==> src/rtl/dn_write_arbiter.sv <==
// Download write arbiter: buffers ioctl byte writes in a small FIFO and drains
// them into a shared memory port, yielding to the CPU with a starvation limit.
module dn_write_arbiter #(
  parameter int ADDR_W       = 17,
  parameter int FIFO_DEPTH   = 4,
  parameter int STARVE_LIMIT = 8
) (
  input  logic              clk_sys,
  input  logic              reset,
  input  logic              ioctl_download,
  input  logic              ioctl_wr,
  input  logic [24:0]       ioctl_addr,
  input  logic [7:0]        ioctl_dout,
  input  logic [7:0]        ioctl_index,
  output logic              ioctl_wait,
  input  logic              cpu_req,
  output logic              cpu_grant,
  output logic              mem_we,
  output logic [ADDR_W-1:0] mem_addr,
  output logic [7:0]        mem_data,
  output logic [7:0]        mem_index,
  output logic              dn_busy,
  output logic              dn_done,
  output logic              dn_overflow
);
  localparam int PTR_W = $clog2(FIFO_DEPTH);
  localparam int CNT_W = PTR_W + 1;
  localparam int SC_W  = $clog2(STARVE_LIMIT + 1);

  typedef struct packed {
    logic [ADDR_W-1:0] addr;
    logic [7:0]        data;
    logic [7:0]        index;
  } entry_t;

  typedef enum logic [1:0] {IDLE, LOAD, FLUSH, DONE} state_t;

  state_t            state, state_nxt;
  entry_t            fifo_mem [FIFO_DEPTH];
  logic [PTR_W-1:0]  wr_ptr, rd_ptr;
  logic [CNT_W-1:0]  count, count_nxt;
  logic [SC_W-1:0]   starve_cnt;
  logic              empty, full, dl_slot, wr_req, push, drop;

  if (ADDR_W < 25) begin : g_addr_hi
    logic unused_addr_hi;
    assign unused_addr_hi = ^ioctl_addr[24:ADDR_W];
  end

  always_comb begin
    empty     = (count == '0);
    full      = (count == CNT_W'(FIFO_DEPTH));
    dl_slot   = !empty && (!cpu_req || starve_cnt == SC_W'(STARVE_LIMIT));
    cpu_grant = cpu_req && !dl_slot;
    wr_req    = ioctl_wr && ioctl_download;
    // a same-cycle pop frees the slot, so a full buffer can still accept
    push      = wr_req && (!full || dl_slot);
    drop      = wr_req && full && !dl_slot;
    count_nxt = count;
    if (push && !dl_slot)      count_nxt = count + CNT_W'(1);
    else if (!push && dl_slot) count_nxt = count - CNT_W'(1);
  end

  always_comb begin
    state_nxt = state;
    case (state)
      IDLE:  if (ioctl_download) state_nxt = LOAD;
      LOAD:  if (!ioctl_download) state_nxt = FLUSH;
      FLUSH: if (ioctl_download) state_nxt = LOAD;
             else if (empty && !mem_we) state_nxt = DONE;
      DONE:  state_nxt = IDLE;
      default: state_nxt = IDLE;
    endcase
  end

  assign dn_busy = (state == LOAD) || (state == FLUSH);
  assign dn_done = (state == DONE);

  // storage is not reset; emptying the pointers discards the contents
  always_ff @(posedge clk_sys) begin
    if (push) fifo_mem[wr_ptr] <= '{addr: ioctl_addr[ADDR_W-1:0], data: ioctl_dout, index: ioctl_index};
  end

  always_ff @(posedge clk_sys or posedge reset) begin
    if (reset) begin
      state       <= IDLE;
      wr_ptr      <= '0;
      rd_ptr      <= '0;
      count       <= '0;
      starve_cnt  <= '0;
      ioctl_wait  <= 1'b0;
      mem_we      <= 1'b0;
      mem_addr    <= '0;
      mem_data    <= '0;
      mem_index   <= '0;
      dn_overflow <= 1'b0;
    end else begin
      state      <= state_nxt;
      count      <= count_nxt;
      ioctl_wait <= (count_nxt >= CNT_W'(FIFO_DEPTH - 1));
      if (push)    wr_ptr <= wr_ptr + PTR_W'(1);
      if (dl_slot) rd_ptr <= rd_ptr + PTR_W'(1);
      mem_we <= dl_slot;
      if (dl_slot) begin
        mem_addr  <= fifo_mem[rd_ptr].addr;
        mem_data  <= fifo_mem[rd_ptr].data;
        mem_index <= fifo_mem[rd_ptr].index;
      end
      if (dl_slot || empty)
        starve_cnt <= '0;
      else if (cpu_grant && starve_cnt != SC_W'(STARVE_LIMIT))
        starve_cnt <= starve_cnt + SC_W'(1);
      if (drop)
        dn_overflow <= 1'b1;
      else if (state == IDLE && ioctl_download)
        dn_overflow <= 1'b0;
    end
  end
endmodule

==> config.mk <==
export PLATFORM = sky130hd
export DESIGN_NAME = dn_write_arbiter
export DESIGN_NICKNAME = d
export VERILOG_FILES = /design/src/rtl/dn_write_arbiter.sv
export SDC_FILE = /design/constraint.sdc
export NUM_CORES = 1
export LEC_CHECK = 0
export CAP_MARGIN = 10
export CORE_MARGIN = 2
export CORE_UTILIZATION = 62
export DETAILED_ROUTE_END_ITERATION = 8
export DONT_BUFFER_PORTS = 1
export GPL_ROUTABILITY_DRIVEN = 0
export PLACE_DENSITY = 0.78
export SETUP_SLACK_MARGIN = 0.1
export SKIP_LAST_GASP = 1
export SLEW_MARGIN = 15
export SYNTH_ARGS = -nofsm -noshare
export SYNTH_HDL_FRONTEND = slang
export SYNTH_SLANG_ARGS = --single-unit
==> constraint.sdc <==
create_clock -name clk_sys -period 3.9 [get_ports clk_sys]
set_clock_uncertainty 0.2 [all_clocks]
set_input_delay 0 -clock clk_sys [delete_from_list [all_inputs] [get_ports clk_sys]]
set_output_delay 0 -clock clk_sys [all_outputs]
set_load 0.05 [all_outputs]
==> flow_summary.ini, run 1 <==
[outcome]
status = finished, final reports clean

[layout]
area_growth_pct = 20.38
drive_gt1_share_pct = 14.98
finalNetCount = 541
final_cell_mix = 132 x edfxtp_1, 106 x nand2_1, 70 x dlygate4sd3_1, 47 x dfrtp_1, 33 x mux4_2
antenna_cells = 0
layout_commonest_cell = edfxtp_1

[logic_synthesis]
synth_compound_area_share_pct = 1.733
synth.distinct_cells = 32
synthCells = 405
synth-simple-area-share_pct = 7.492
synth_xor_area_share_pct = 0.8846
yosysTopAreaCell = edfxtp_1
yosysSeqAreaShare_pct = 74.89
yosys_warnings = 0
synth_flop_cell = edfxtp_1
synth_top_family_by_area = multiplexers
syn_avg_cell_area_sq_um = 17.11
syn_area_sq_um = 6930
post_synth_fa_ha_maj_area_fraction_pct = 2.528
synth_edf_count = 132
netlist.area_leader.share_pct = 57.19
synth.area.mux_share_pct = 10.89
ys_ff_latch = 181
async_flop_share_pct = 27.07
syn_nets = 465
yosys-top-cells-area = edfxtp_1 57%, dfrtp_1 18%, mux4_2 11%

[floorplan]
initial_core_util_pct = 63.65
dieArea_sq_um = 12040
core_sq_um = 10890
die_height_um = 109.7
io_pins = 85
die_w_um = 109.7
num_rows = 38

[sta]
fmax_mhz = 320.7
tns_ps = 0
finalMaxSlewViolations = 0
layout_setup_ws_ps = 781.6
setup_violations = 0
worstMarginPinSlew_ps = 999.2
post-route-period-util_pct = 79.96
rsz0062_at_grt = false
slew-limit-headroom_pct = 32.51
fin_crit_ps = 3118
finalHoldViolCount = 0

[drt]
ant_nets = 0
wl_per_cell_um = 20.48
drc = 0
drt-total-wl_mm = 12.98
drt_pre_antenna_iters = 4
num_vias = 3641
via_per_inst = 5.743
dr.first_iter.drc_count = 289

[pwr]
ir_drop_mv = 0.4776
leakagePower_nw = 3.154
power_density_nw_per_um2 = 766.3

[clocking]
post_cts_buffers = 0
htreeDepth = 4
numCtsBuffers = 17
path_clk_slew_ps = 60
clkLatencyLatePin_ps = 530
cts.sinks = 181
cts_tree = yes
post_cts_resized = 0
root_buffer = clkbuf_8
cts.path.max_buffers = 2

[hold_path]
worstHoldPathType = in -> reg

[critical_path]
crit_path_end_kind = flop
crit_slowest_cell = and2_2
crit_type = reg -> reg
worstPathArrival_ps = 3070
crit_path_max_incr_delay_ps = 900
critPathTopFamily = simple AND/OR/NAND/NOR gates
crit_buf_inv = 1
cp_max_fo = 33
required_ps = 3860
startpoint_type = flop
worstPathCellList = inv_1 -> ha_1 -> a41oi_1 -> and2_2

[global_route]
grtUsageTotal_pct = 23.86
grt_pass1_wl_mm = 20.33
grt_pass1_vias = 3923
grt_overflow = 0
grt_antenna_before_repair = 0
grt_start_max_net_pins = 50

[place]
pre_cts_slack_ps = 775.3
hpwlAfterDp_mm = 7.022
numPortBuffers = 0

[run]
maxCapViolCount = 0
per-stage QoR:
stage	instance area, sq um	utilization, %	power, mW	hold WS [ps]	std cells
2_1_floorplan	6930	-	4.380	-101.1	405
3_3_place_gp	7068	64.92	4.629	-102.1	532
3_5_place_dp	7068	64.92	4.688	-101.0	532
4_1_cts	8343	76.63	6.422	1.287	634
5_1_grt	8343	76.63	6.681	9.438	634
6_report	8343	76.63	6.393	11.47	634
power by group:
part | switching [mW] | internal (mW)
Clock | 0.670 | 0.991
Combinational | 0.654 | 0.623
Sequential | 1.00 | 2.45
area by class of cell:
cell class | count | area, sq um
Fill cell | 613 | 2545
Multi-Input combinational cell | 197 | 1637
Tap cell | 140 | 175.2
Inverter | 11 | 41.29
Timing Repair Buffer | 73 | 723.2
Sequential cell | 181 | 5192
Clock inverter | 9 | 127.6
Clock buffer | 23 | 446.7
cells by family after synthesis:
group	count (synthesis)
buf+inv	27
xor+xnor	7
simple gates	126
fa+ha+maj	14
mux	34
compound gates	16
flops	181
final timing paths:
path / start / end / slack [ps] / cells after the start
max: count[0] / fifo_mem[1][18] / 780 / 4
min: ioctl_dout[7] / fifo_mem[3][15] / 10 / 1
max reg2reg: count[0] / fifo_mem[1][18] / 780 / 4
min reg2reg: starve_cnt[0] / starve_cnt[0] / 320 / 1
max in group asynchronous: reset / rd_ptr[0] / 2550 / 4
min in group asynchronous: reset / mem_data[0] / 460 / 4
Yosys cell counts (2+ instances only):
library cell	n
mux4_2	33
ha_1	14
nor2b_1	2
dfrtp_1	49
and2_1	6
buf_2	7
clkbuf_1	7
nand3_1	2
edfxtp_1	132
nand2_1	106
nor2_1	6
buf_1	2
nand4_1	2
xnor2_1	6
o21ai_0	3
inv_1	10
o21ai_1	3
flip-flops by register name, indices dropped and copies added (netlist names), 3 cells and up:
name	count
count	3
fifo_mem	132
mem_addr	17
mem_data	8
mem_index	8
starve_cnt	4
metal layers:
metal / up-vias / global-route usage [%] / routed length [um]
li1: 1642 / - / -
met2: 94 / 40.17 / 6851
met4: 0 / 9.222 / 199
met5: - / 0 / 0
met1: 1889 / 30.21 / 5313
met3: 16 / 5.987 / 618
repair_timing:
item / in CTS / in global routing
endpoints found under the setup margin: 0 / 0
hold buffers: 70 / 0
hold endpoints to repair: 209 / 0
Power figures use the tool's default switching activity.
==> inputs of run 2 (changes only) <==
==> constraint.sdc (replaced) <==
create_clock -name clk_sys -period 3.1 [get_ports clk_sys]
set_clock_uncertainty 0.2 [all_clocks]
set_input_delay 0 -clock clk_sys [delete_from_list [all_inputs] [get_ports clk_sys]]
set_output_delay 0 -clock clk_sys [all_outputs]
set_load 0.05 [all_outputs]
==> run 2 against run 1 <==
Routed wire length rose by 3.0%. Largest cell class unchanged. Register-to-register slack got worse by 330 ps. Non-clock buffer count up 9. Utilization rose by 1.1 points. Die area unchanged. Via count rose by 2.0%. Global-route usage up 0.58 points. Setup slack got worse by 330 ps.
==> flow_summary.ini, run 2 (synthesized netlist as in run 1, its figures left out) <==
[critical_path]
crit_path_end_kind = flop
crit_path_max_incr_delay_ps = 570
crit_buf_inv = 2
required_ps = 3140
cp_max_fo = 20
crit_type = reg -> reg
crit_slowest_cell = a41oi_1
ff2ff_setup_slack_ps = 450
worstPathCellList = inv_1 -> ha_1 -> nand3b_4 -> a41oi_1 -> and2_2 -> buf_12
worstPathArrival_ps = 2690
critPathTopFamily = simple AND/OR/NAND/NOR gates
startpoint_type = flop

[clocking]
holdBufCountCts = 70
cts_tree = yes
htreeDepth = 4
root_buffer = clkbuf_8
cts.path.max_buffers = 2
cts.sinks = 181
post_cts_resized = 0
post_cts_buffers = 0
numCtsBuffers = 17
path_clk_slew_ps = 70
clkLatencyLatePin_ps = 540

[place]
dpl-instance-area_sq_um = 7166
numPortBuffers = 0
hpwlAfterDp_mm = 7.123
pre_cts_slack_ps = 469.7

[floorplan]
die_w_um = 109.7
initial_core_util_pct = 63.65
dieArea_sq_um = 12040
io_pins = 85
die_height_um = 109.7
num_rows = 38
core_sq_um = 10890

[layout]
layout_commonest_cell = edfxtp_1
drive_gt1_share_pct = 17.50
utilization_pct = 77.75
stdcell_area_sq_um = 8466
area_growth_pct = 22.15
antenna_cells = 0
reg_top3 = fifo_mem (132), mem_addr (17)
final_cell_mix = 132 x edfxtp_1, 106 x nand2_1, 71 x dlygate4sd3_1, 47 x dfrtp_1, 33 x mux4_2
largest_reg_flops = 132
finalNetCount = 550
regMostFlops = fifo_mem

[pwr]
p_sw_mw = 2.985
internal_power_mw = 5.165
leakagePower_nw = 3.223
swShare_pct = 36.62
power_frac_comb_pct = 21.3
power_density_nw_per_um2 = 962.7
ir_drop_mv = 0.7392
power.share.clock_pct = 26.0
p_seq_share_pct = 52.8

[global_route]
grt_start_max_net_pins = 50
grt_antenna_before_repair = 0
grt_overflow = 0
grt_pass1_wl_mm = 20.69
grtUsageTotal_pct = 24.44
grt_pass1_vias = 3942

[sta]
rsz0062_at_grt = false
worstMarginPinSlew_ps = 931.0
slew-limit-headroom_pct = 37.86
finalHoldViolCount = 0
finalMaxSlewViolations = 0
layout_setup_ws_ps = 447.9
fmax_mhz = 377.1
post-route-period-util_pct = 85.55
fin_crit_ps = 2652
tns_ps = 0
setup_violations = 0

[drt]
ant_nets = 0
wl_per_cell_um = 20.79
drt_pre_antenna_iters = 7
drt-total-wl_mm = 13.37
drc = 0
via_per_inst = 5.778
dr.first_iter.drc_count = 287
num_vias = 3715

[hold_path]
worstHoldPathType = in -> reg

[outcome]
status = finished, final reports clean

[run]
maxCapViolCount = 0
-- run 2: cell count changes in the layout (fill, tap and decap cells not counted), sizes merged --
| cell | delta |
|---|---|
| dlygate4sd3 | +1 |
| clkbuf | -5 |
| inv | -1 |
| buf | +8 |
| clkinv | +5 |
| clkinvlp | +1 |
-- run 2: per-stage QoR --
| stage | hold WS (ps) | total power [mW] | std cells |
|---|---|---|---|
| 3_5_place_dp | -101.0 | 5.962 | 540 |
| 3_3_place_gp | -101.0 | 5.875 | 540 |
| 5_1_grt | 37.52 | 8.518 | 643 |
| 2_1_floorplan | -101.1 | 5.510 | 405 |
| 6_report | 31.06 | 8.150 | 643 |
| 4_1_cts | 10.41 | 8.163 | 642 |
-- run 2: power by group through the flow --
| stage | Sequential, mW | Combinational (mW) | Clock, mW |
|---|---|---|---|
| 2_1_floorplan | 4.13 | 1.38 | 0 |
| 3_3_place_gp | 4.32 | 1.56 | 0 |
| 3_5_place_dp | 4.35 | 1.61 | 0 |
| 4_1_cts | 4.30 | 1.72 | 2.14 |
| 5_1_grt | 4.37 | 1.91 | 2.24 |
| 6_report | 4.30 | 1.73 | 2.11 |
-- run 2: path summary, 6_finish.rpt --
| check | startpoint | end | cells past startpoint |
|---|---|---|---|
| worst max register to register | starve_cnt[0] | fifo_mem[1][14] | 6 |
| worst min-delay path | ioctl_addr[8] | fifo_mem[0][24] | 1 |
| worst min register to register | starve_cnt[0] | starve_cnt[0] | 1 |
| worst max-delay path | starve_cnt[0] | fifo_mem[1][14] | 6 |
| max in group asynchronous | reset | rd_ptr[0] | 3 |
| min in group asynchronous | reset | mem_data[3] | 3 |
-- run 2: layout make-up --
cell class,instances,area (sq um)
clock inverter,14,160.2
sequential,181,5192
clock buffer,18,427.9
fill,592,2422
tap,140,175.2
multi-input combinational,197,1637
timing repair buffer,82,830.8
inverter,11,42.54
-- run 2: worst reg2reg max path: stages (launching register included) --
cell and delay (ps):
dfrtp_1 410, inv_1 70, ha_1 200, nand3b_4 110, a41oi_1 570, and2_2 550, buf_12 240
-- run 2: layer usage --
| layer | vias to the layer above | wire length (um) | track usage [%] |
|---|---|---|---|
| li1 | 1662 | - | - |
| met5 | - | 0 | 0 |
| met4 | 0 | 257 | 9.584 |
| met2 | 137 | 6975 | 40.30 |
| met3 | 23 | 757 | 6.876 |
| met1 | 1893 | 5379 | 31.14 |
==> inputs of run 3 (changes only) <==
--- a/config.mk
+++ b/config.mk
@@ -12,6 +12,7 @@
 export DONT_BUFFER_PORTS = 1
 export GPL_ROUTABILITY_DRIVEN = 0
 export PLACE_DENSITY = 0.78
+export REMOVE_ABC_BUFFERS = 1
 export SETUP_SLACK_MARGIN = 0.1
 export SKIP_LAST_GASP = 1
 export SLEW_MARGIN = 15
==> run 3 against run 2 <==
Sequential cell count stayed put. Utilization rose by 0.60 points. Fmax rose by 1.2%. Largest cell class unchanged. Largest power group unchanged.
==> flow_summary.ini, run 3 (synthesized netlist as in run 1, its figures left out) <==
[drt]
drc = 0
drt_pre_antenna_iters = 5
via_per_inst = 5.884
ant_nets = 0
num_vias = 3807
drt-total-wl_mm = 13.97
dr.first_iter.drc_count = 326
wl_per_cell_um = 21.58

[sta]
rsz0062_at_grt = false
setup_violations = 0
worstMarginPinSlew_ps = 892.4
finalMaxSlewViolations = 0
slew-limit-headroom_pct = 40.51
fin_crit_ps = 2620
fmax_mhz = 381.7
tns_ps = 0
post-route-period-util_pct = 84.52
finalHoldViolCount = 0

[layout]
layout_commonest_cell = edfxtp_1
largest_reg_flops = 132
antenna_cells = 0
utilization_pct = 78.35
final_cell_mix = 132 x edfxtp_1, 106 x nand2_1, 72 x dlygate4sd3_1, 47 x dfrtp_1, 33 x mux4_2
area_growth_pct = 23.09
regMostFlops = fifo_mem
reg_top3 = fifo_mem (132), mem_addr (17)
fillers = 574
finalNetCount = 554
instances_no_fill = 647
drive_gt1_share_pct = 16.96

[pwr]
p_sw_mw = 2.977
power_frac_comb_pct = 20.9
power.share.clock_pct = 26.5
ir_drop_mv = 0.6281
power_density_nw_per_um2 = 963.7
leakagePower_nw = 3.248
internal_power_mw = 5.244
swShare_pct = 36.21
p_seq_share_pct = 52.6

[global_route]
grt_overflow = 0
grt_pass1_vias = 4157
grtUsageTotal_pct = 25.72
grt_antenna_before_repair = 0
grt_start_max_net_pins = 35
grt_pass1_wl_mm = 21.63

[hold_path]
hold_path_end = cpu_grant
holdPathStages = 1
hold_start = cpu_req
worstHoldPathType = in -> out

[place]
numPortBuffers = 0
hpwlAfterDp_mm = 7.733
post-place-cells = 542

[clocking]
cts_tree = yes
root_buffer = clkbuf_8
numCtsBuffers = 17
path_clk_slew_ps = 70
htreeDepth = 4
post_cts_resized = 0
cts.sinks = 181
cts.path.max_buffers = 2
holdBufCountCts = 73
post_cts_buffers = 0
clkLatencyLatePin_ps = 540

[floorplan]
die_height_um = 109.7
dieArea_sq_um = 12040
core_sq_um = 10890
initial_core_util_pct = 63.65
io_pins = 85
die_w_um = 109.7
num_rows = 38

[critical_path]
crit_slowest_cell = and2_1
rr_endpoint = fifo_mem[0][15]
required_ps = 2900
crit_path_max_incr_delay_ps = 510
crit_path_end_kind = output port
r2r-start = starve_cnt[0]
ff2ff_setup_slack_ps = 640
r2r_cells = 7
crit_buf_inv = 1
crit_type = reg -> out
cp_max_fo = 20
worstPathCellList = inv_1 -> ha_1 -> nor2b_1 -> a21o_2 -> and2_1
critPathTopFamily = simple AND/OR/NAND/NOR gates
startpoint_type = flop
worstPathArrival_ps = 2420

[outcome]
status = finished, final reports clean

[run]
maxCapViolCount = 0
[run 3: cell types whose count changed in the layout (fill, tap and decap cells not counted), sizes merged]
cell         before  now
buf              11   14
dlygate4sd3      71   72
inv              10   11
bufinv            3    4
clkinvlp          3    2
clkbuf           18   22
clkinv            9    4
[run 3: final cells by class]
type                       instances  area (sq um)  area share [%]
sequential                       181          5192           60.87
clock inverter                    10         153.9           1.804
clock buffer                      22         442.9           5.192
tap                              140         175.2           2.053
timing repair buffer              86         888.4           10.41
multi-input combinational        197          1637           19.18
inverter                          11         41.29          0.4840
[run 3: worst max path at each step]
stage                                  to     startpoint  slack [ps]  cells past startpoint
after floorplan            fifo_mem[0][0]  starve_cnt[0]         240                      5
after global placement    fifo_mem[0][16]  starve_cnt[0]         730                      7
after detailed placement  fifo_mem[0][15]  starve_cnt[0]         660                      7
after CTS                       cpu_grant       count[0]         440                      5
after global routing            cpu_grant       count[0]         290                      5
final                           cpu_grant       count[0]         480                      5
[run 3: power groups by stage]
stage | registers [mW] | clock network [mW] | logic (mW)
after floorplan | 4.28 | 0 | 1.19
after global placement | 4.34 | 0 | 1.54
after detailed placement | 4.37 | 0 | 1.60
after CTS | 4.32 | 2.20 | 1.72
after global routing | 4.39 | 2.31 | 1.88
final | 4.33 | 2.18 | 1.71
[run 3: layer usage]
metal  up-vias  part of all wire [%]  track usage [%]
met5         -                     0                0
met3        37                   7.0            7.410
li1       1667                     -                -
met1      1935                    38            31.66
met4         0                   2.6            11.30
met2       168                    52            42.81
[run 3: metrics by stage]
stage	instance area (sq um)	hold slack, ps	total power [mW]	setup WS, ps
3_3_place_gp	7193	-177.2	5.879	730.0
5_1_grt	8531	101.9	8.574	293.0
4_1_cts	8531	87.45	8.241	442.7
6_report	8531	86.45	8.221	479.9
2_1_floorplan	6862	-101.1	5.470	239.8
3_5_place_dp	7193	-159.7	5.972	657.2
[run 3: worst reg2reg max path, delay by kind of cell, from the launching register on]
family	cells	cell delay, ps
adder cells (fa/ha/maj)	1	190
buffers and inverters	3	550
AND/OR/NAND/NOR	2	540
flip-flops	1	410
AO/OA/AOI/OAI	1	250
